### src/rtl/pixel_sink.sv
// pixel_sink: buffers pixel-write requests, converts (x,y) to framebuffer addresses and runs the screen clear.
// Define PIXEL_SINK_CLIP_EN to discard off-screen pixels and count them in dropped_count.
module pixel_sink #(
  parameter int unsigned SCREEN_W   = 160,
  parameter int unsigned SCREEN_H   = 120,
  parameter int unsigned FIFO_DEPTH = 8,
  parameter int unsigned ADDR_W     = 15,
  parameter logic [2:0]  BG_COLOR   = 3'b000
) (
  input  logic              clk,
  input  logic              reset_n,
  input  logic [9:0]        x,
  input  logic [9:0]        y,
  input  logic [2:0]        color,
  input  logic              plot,
  output logic              ready,
  input  logic              clear_req,
  output logic              clear_busy,
  output logic [ADDR_W-1:0] fb_addr,
  output logic [2:0]        fb_data,
  output logic              fb_we,
  output logic [15:0]       dropped_count
);

  localparam int unsigned PTR_W = $clog2(FIFO_DEPTH);
  localparam int unsigned CNT_W = PTR_W + 1;
  localparam int unsigned NPIX  = SCREEN_W * SCREEN_H;
  localparam logic [ADDR_W-1:0] CLR_LAST = ADDR_W'(NPIX - 1);
  localparam logic [CNT_W-1:0]  CNT_FULL = CNT_W'(FIFO_DEPTH);

  typedef struct packed {
    logic [9:0] x;
    logic [9:0] y;
    logic [2:0] color;
  } pix_t;

  typedef enum logic [1:0] {S_IDLE, S_WRITE, S_CLEAR} state_t;

  state_t             state, state_nxt;
  pix_t               mem [FIFO_DEPTH];
  pix_t               head;
  logic [PTR_W-1:0]   wr_ptr, rd_ptr;
  logic [CNT_W-1:0]   count, count_nxt;
  logic [ADDR_W-1:0]  clr_cnt;
  logic [ADDR_W-1:0]  addr_calc;
  logic               clr_pend;
  logic               accept, push, pop;
  logic               we_d, busy_d;
  logic [ADDR_W-1:0]  addr_d;
  logic [2:0]         data_d;

  assign ready  = (count != CNT_FULL);
  assign accept = plot && ready;
  assign pop    = (state == S_WRITE) && (count != '0);

`ifdef PIXEL_SINK_CLIP_EN
  logic in_bounds;
  logic drop;

  assign in_bounds = (x < 10'(SCREEN_W)) && (y < 10'(SCREEN_H));
  assign push      = accept && in_bounds;
  assign drop      = accept && !in_bounds;

  // Saturating count of off-screen pixels that completed the handshake
  always_ff @(posedge clk or negedge reset_n) begin
    if (!reset_n) begin
      dropped_count <= '0;
    end else if (drop && (dropped_count != 16'hFFFF)) begin
      dropped_count <= dropped_count + 16'd1;
    end
  end
`else
  assign push          = accept;
  assign dropped_count = '0;
`endif

  assign count_nxt = count + CNT_W'(push) - CNT_W'(pop);
  assign head      = mem[rd_ptr];
  assign addr_calc = ADDR_W'(32'(head.y) * 32'(SCREEN_W) + 32'(head.x));

  always_ff @(posedge clk) begin
    if (push) begin
      mem[wr_ptr] <= '{x: x, y: y, color: color};
    end
  end

  always_ff @(posedge clk or negedge reset_n) begin
    if (!reset_n) begin
      wr_ptr <= '0;
      rd_ptr <= '0;
      count  <= '0;
    end else begin
      if (push) wr_ptr <= wr_ptr + PTR_W'(1);
      if (pop)  rd_ptr <= rd_ptr + PTR_W'(1);
      count <= count_nxt;
    end
  end

  // Clear request is held until the FSM enters S_CLEAR; requests during a clear are ignored
  always_ff @(posedge clk or negedge reset_n) begin
    if (!reset_n) begin
      clr_pend <= 1'b0;
    end else if ((state != S_CLEAR) && (state_nxt == S_CLEAR)) begin
      clr_pend <= 1'b0;
    end else if (clear_req && (state != S_CLEAR)) begin
      clr_pend <= 1'b1;
    end
  end

  always_ff @(posedge clk or negedge reset_n) begin
    if (!reset_n) begin
      clr_cnt <= '0;
    end else if (state == S_CLEAR) begin
      clr_cnt <= clr_cnt + ADDR_W'(1);
    end else begin
      clr_cnt <= '0;
    end
  end

  always_ff @(posedge clk or negedge reset_n) begin
    if (!reset_n) begin
      state <= S_IDLE;
    end else begin
      state <= state_nxt;
    end
  end

  always_comb begin
    state_nxt = state;
    case (state)
      S_IDLE: begin
        if (clr_pend) begin
          state_nxt = S_CLEAR;
        end else if (count != '0) begin
          state_nxt = S_WRITE;
        end
      end
      S_WRITE: begin
        if (clr_pend) begin
          state_nxt = S_CLEAR;
        end else if (count_nxt == '0) begin
          state_nxt = S_IDLE;
        end
      end
      S_CLEAR: begin
        if (clr_cnt == CLR_LAST) begin
          state_nxt = S_IDLE;
        end
      end
      default: state_nxt = S_IDLE;
    endcase
  end

  // Write-port values for the next edge; address/data hold when no write is issued
  always_comb begin
    we_d   = 1'b0;
    addr_d = fb_addr;
    data_d = fb_data;
    busy_d = (state_nxt == S_CLEAR);
    case (state)
      S_WRITE: begin
        if (pop) begin
          we_d   = 1'b1;
          addr_d = addr_calc;
          data_d = head.color;
        end
      end
      S_CLEAR: begin
        we_d   = 1'b1;
        addr_d = clr_cnt;
        data_d = BG_COLOR;
      end
      default: ;
    endcase
  end

  always_ff @(posedge clk or negedge reset_n) begin
    if (!reset_n) begin
      fb_we      <= 1'b0;
      fb_addr    <= '0;
      fb_data    <= '0;
      clear_busy <= 1'b0;
    end else begin
      fb_we      <= we_d;
      fb_addr    <= addr_d;
      fb_data    <= data_d;
      clear_busy <= busy_d;
    end
  end

endmodule
### config.mk
export PLATFORM = sky130hd
export DESIGN_NAME = pixel_sink
export DESIGN_NICKNAME = d
export VERILOG_FILES = /design/src/rtl/pixel_sink.sv
export SDC_FILE = /design/constraint.sdc
export NUM_CORES = 1
export LEC_CHECK = 0
export ABC_AREA = 1
export CAP_MARGIN = 20
export CORE_UTILIZATION = 35
export CTS_CLUSTER_DIAMETER = 30
export DETAILED_ROUTE_END_ITERATION = 10
export GPL_TIMING_DRIVEN = 0
export PLACE_DENSITY_LB_ADDON = 0.08
export SLEW_MARGIN = 20
export SYNTH_ARGS = -nofsm -noshare
export SYNTH_HDL_FRONTEND = slang
export SYNTH_SLANG_ARGS = --single-unit
### constraint.sdc
create_clock -name clk -period 6 [get_ports clk]
set_input_delay 1.2 -clock clk [delete_from_list [all_inputs] [get_ports clk]]
set_output_delay 1.2 -clock clk [all_outputs]
set_load 0.03 [all_outputs]
== Word-level counts from Yosys, hierarchy flattened ==
Memories as Yosys holds them, arrays and structs flattened.
Index checks and enable logic that the tools add are counted.
Operators by class
  $mul: 1
  multiplexer cells: 17
  $add $sub $neg: 6
  equality and inequality tests: 7
  reductions and logical operators: 10
Operators by type and width (number)
  15-bit 2-to-1 mux: 2
  15-bit case mux with 2 select lines: 1
  15-bit by 1-bit adder with 15-bit output (second input constant): 1
  15-bit by 10-bit adder with 15-bit output: 1
  15-bit equality test (second input constant): 1
  10-bit by 3-bit multiplier with 10-bit output (second input constant): 1
  2-bit 2-to-1 mux: 5
  3-bit by 1-bit adder with 3-bit output (second input constant): 2
  2-bit case mux with 3 select lines: 1
  3-bit case mux with 2 select lines: 1
  1-bit 2-to-1 mux: 5
  4-bit by 1-bit adder with 4-bit output: 1
  2-bit equality test (second input constant): 2
  1-bit logical AND: 4
  4-bit zero test: 1
  2-bit != test (second input constant): 2
  4-bit != test (second input constant): 1
  2-bit nonzero test: 2
  4-bit nonzero test: 1
  4-bit by 1-bit subtractor with 4-bit output: 1
  3-bit 2-to-1 mux: 1
  2-bit by 1-bit equality test with 1-bit output (second input constant): 1
  2-bit zero test: 1
  1-bit case mux with 2 select lines: 1
  2-bit AND reduction: 1
Word-level totals
  input bits: 27
  memories: 1
  output and inout port bits: 37
  register bits: 48
  bits in writable memories: 184
  word-level logic and storage cells: 52
Memories
  mem: words 8, width 23, rd ports 1, clocked after memory_dff 0, wr ports 1, line 40  | pix_t mem [FIFO_DEPTH];

== Logic depth before layout (Yosys ltp) ==
  depth in word-level cells: 11
  mapped depth: 26
  mapped depth without buffers: 23

== Worst setup path before layout ==
OpenSTA, ideal clock, no wires.
  path type: register -> register
  from: register rd_ptr[0]
  to: register fb_addr[14]
  arrival time: 3328 ps
  path slack: 2555 ps
  clock period less this slack: 3445 ps
  cell stages (with the launch flop): 23
  required time: 5883 ps
  cell sequence: dfrtp_1 > inv_2 > buf_6 > buf_12 > buf_6 > buf_2 > o21ai_0 > a31oi_1 > ha_1 > ha_1 > inv_1 > fa_1 > inv_1 > ha_1 > nand2_1 > nor3_1 > nor2_1 > nor2_1 > nand3_1 > nand3_1 > nand3_1 > nand2_1 > nand2_1
Between the ends
  longest elaborated chain between the ends: 5
RTL lines
  start, declared: line 42  | logic [PTR_W-1:0] wr_ptr, rd_ptr;
  start signal, assigned: line 94  | if (pop) rd_ptr <= rd_ptr + PTR_W'(1);
  memory 8 x 23 bit *
  10-bit by 3-bit multiplier with 10-bit output: line 79  | assign addr_calc = ADDR_W'(32'(head.y) * 32'(SCREEN_W) + 32'(head.x));
  15-bit by 10-bit adder with 15-bit output *: line 79
  15-bit 2-to-1 mux *: line 162  | if (pop) begin
  15-bit case mux with 2 select lines *: line 160  | case (state)
  end signal, assigned: line 185  | fb_addr <= addr_d;
  end, declared: line 19  | output logic [ADDR_W-1:0] fb_addr,
Mark *: on every way between the ends. The rest lies on a longest branch, timed or not. The select of a mux whose other input is x is not followed.
A chain may end at the register's enable or synchronous reset.

== Worst setup path in the final report ==
  from: register rd_ptr[2]
  to: register fb_addr[14]
Same word-level chain as after synthesis.

==> impl_metrics.toml <==
[power]
p_clk_share_pct = 51.7
combPwrFrac_pct = 12.9
p_int_mw = 4.227
p_leak_nw = 5.462
power_frac_seq_pct = 35.4
p_sw_mw = 1.456
irDropWorstVdd_mv = 0.2378
power_density_mw_per_mm2 = 414.5
switching_share_pct = 25.62

[sta]
layout_setup_ws_ps = 1625
rsz0062_at_grt = "no"
whs_ps = 470.6
setup_tns_ps = 0
fin_crit_sh_pct = 72.91
worst_slew_pin_slew_ps = 699.1
min_period_ps = 4375
finClkSkew_ps = 33.28
relSlewSlack_pct = 53.22
max_freq_ghz = 0.2286
setup_viol = 0
hold_violations = 0
slew_viol_final = 0

[floorplanning]
core_area_sq_mm = 0.02956
io_pins = 64
dieArea_sq_mm = 0.03071
die_x_um = 175.2
start_util_pct = 35.53
die_h_um = 175.2
rows = 63

[global_routing]
grt_pass1_vias = 7156
overflow = 0
grt_first_pass_wirelength_um = 42050
grt.total_usage_pct = 18.26
antenna_found_initial = 0
grt_max_degree = 44

[cts]
clock_path_buffers = 3
clock_sinks = 232
cts_tree = "yes"
ctsHtreeMaxLevel = 2
ctsResizeCount = 0
cts_hold_buffers = 0
path_clk_slew_ps = 40
worstSkewPairLatency_ps = 570
root_buffer = "clkbuf_16"
cts_buffers = 58
postCtsSetupRepairBufs = 0

[routing]
drt_iter0_markers = 439
finalWirelength_um = 27040
final_antenna_net_count = 0
via_per_inst = 4.748
routedWlPerCell_um = 17.89
vias = 7179
drc_errors = 0
drtPass1Iterations = 5

[layout]
fin_area_sq_mm = 0.01371
drive_gt1_share_pct = 16.93
finalNonFillerCells = 1512
nets = 1135
syn_to_final_growth_pct = 30.53
antenna_cells = 0
fill_cells = 2736

[yosys]
postSynthAreaPerCell_sq_um = 11.14
ys_seq_elements = 232
async_flop_share_pct = 20.69
netlist_area_sq_mm = 0.01050
ys_warn_count = 0
syn_inst = 943
ys_seq_area_share_pct = 64.04
synthFlopType = "edfxtp_1"
synth-edff-count = 184
ys_types = 44

[outcome]
status = "completed"

[placement]
place_congestion = 0.7739
dp_hpwl_um = 18070
placed_area_sq_mm = 0.01182
dp_worst_setup_slack_ps = 1584
portBuffers = 47
dp.cells = 1404

[setup_path]
worst_ep_arrival_time_ps = 4810
endpoint_kind = "flop"
cp_max_fo = 10
crit_required_ps = 6430
regToRegStartpoint = "rd_ptr[2]"
critical_path_class = "flop to flop"
r2r_slack_ps = 1630
r2r_cells = 20
startpoint_type = "flop"
r2r-end = "fb_addr[14]"

[job]
drv_cap = 0

[min_path]
hold_path.class = "primary input to async pin"
## sequential cells by signal, summed over array words and instances (netlist names)
signal and flops:
clear_busy 1, fb_data 3, count 4, fb_addr 15, fb_we 1, mem 184
clr_cnt 15, clr_pend 1, wr_ptr 3, state 2, rd_ptr 3
## power by group through the flow
stage / clock network [mW] / registers, mW / logic [mW]
final: 2.94 / 2.01 / 0.733
after global routing: 3.07 / 2.02 / 0.828
after CTS: 2.99 / 2.01 / 0.746
after detailed placement: 0 / 2.03 / 0.742
after global placement: 0 / 2.05 / 0.637
after floorplan: 0 / 2.03 / 0.436
## synth_stat cells, drive strengths merged, types with 7 or more instances
cell	instances	area share, %
clkbuf	8	0.29
a21oi	26	1.3
dfrtp	48	11
o22ai	23	1.4
nand3	36	2.1
edfxtp	184	53
buf	49	3.7
nor2	150	5.4
a31oi	17	1.0
nand2	133	4.9
inv	74	2.6
nand4	7	0.42
o21ai	111	5.5
ha	31	3.7
## per-stage QoR
step / power [mW] / utilization, %
3_5_place_dp: 2.775 / 39.97
3_3_place_gp: 2.687 / 38.97
6_report: 5.683 / 46.38
4_1_cts: 5.741 / 46.38
5_1_grt: 5.924 / 46.38
2_1_floorplan: 2.465 / -
## worst max path at each step
stage               from           to  cells after the start
5_1_grt        rd_ptr[2]  fb_addr[14]                     20
3_5_place_dp   rd_ptr[2]  fb_addr[14]                     20
4_1_cts        rd_ptr[2]  fb_addr[14]                     20
6_report       rd_ptr[2]  fb_addr[14]                     20
2_1_floorplan  rd_ptr[0]  fb_addr[14]                     22
3_3_place_gp        plot    mem[0][2]                      4
## routing by layer
metal	GRT usage, %	vias to the layer above	routed length (um)
met4	6.014	0	597
met5	0	-	0
met2	29.50	163	12650
li1	-	3559	-
met3	3.285	55	1145
met1	24.78	3402	12650
## critical path, cell delays in order, from the launching register on
cell and delay [ps]:
dfrtp_1 350, buf_4 160, clkinv_1 230, buf_2 340
clkbuf_1 490, a31oi_1 250, ha_1 350, ha_1 200
inv_1 70, fa_1 470, inv_1 40, ha_1 320
nand2_1 80, nor3_1 130, nor2_1 90, nor2_1 190
nand3_1 130, nand3_1 100, nand3_1 130, nand2_1 90
nand2_1 40
## cell type report
| type | count | area (sq um) | area share, % |
|---|---|---|---|
| sequential | 232 | 6726 | 49.06 |
| buffer | 57 | 414.1 | 3.021 |
| multi-input combinational | 594 | 3198 | 23.33 |
| timing repair buffer | 56 | 708.2 | 5.165 |
| clock inverter | 37 | 364.1 | 2.656 |
| inverter | 75 | 281.5 | 2.053 |
| clock buffer | 71 | 1530 | 11.16 |
| tap | 390 | 488.0 | 3.559 |
## placed cells by master (no fill, tap or decap), drive strengths merged, types with 17 or more instances in the layout
cell type	n
edfxtp	184
nor2	150
nand2	133
o21ai	111
clkbuf	79
inv	75
buf	59
dfrtp	48
clkdlybuf4s50	46
nand3	36
ha	31
clkinv	27
a21oi	26
o22ai	23
a31oi	17
## logic make-up (layout without fill, tap and decap cells)
family	Yosys count	count (layout)	share of synthesized area, %
AOI/OAI and AO/OA	194	194	10.52
xor gates and xnor gates	9	9	0.7505
adders and majority gates	34	34	4.264
buffers and inverters	132	296	6.623
DFF	232	232	64.04
other	1	16	0.03570
and+or+nand+nor	341	341	13.77
Note: power is estimated with default switching activity, not from simulation.
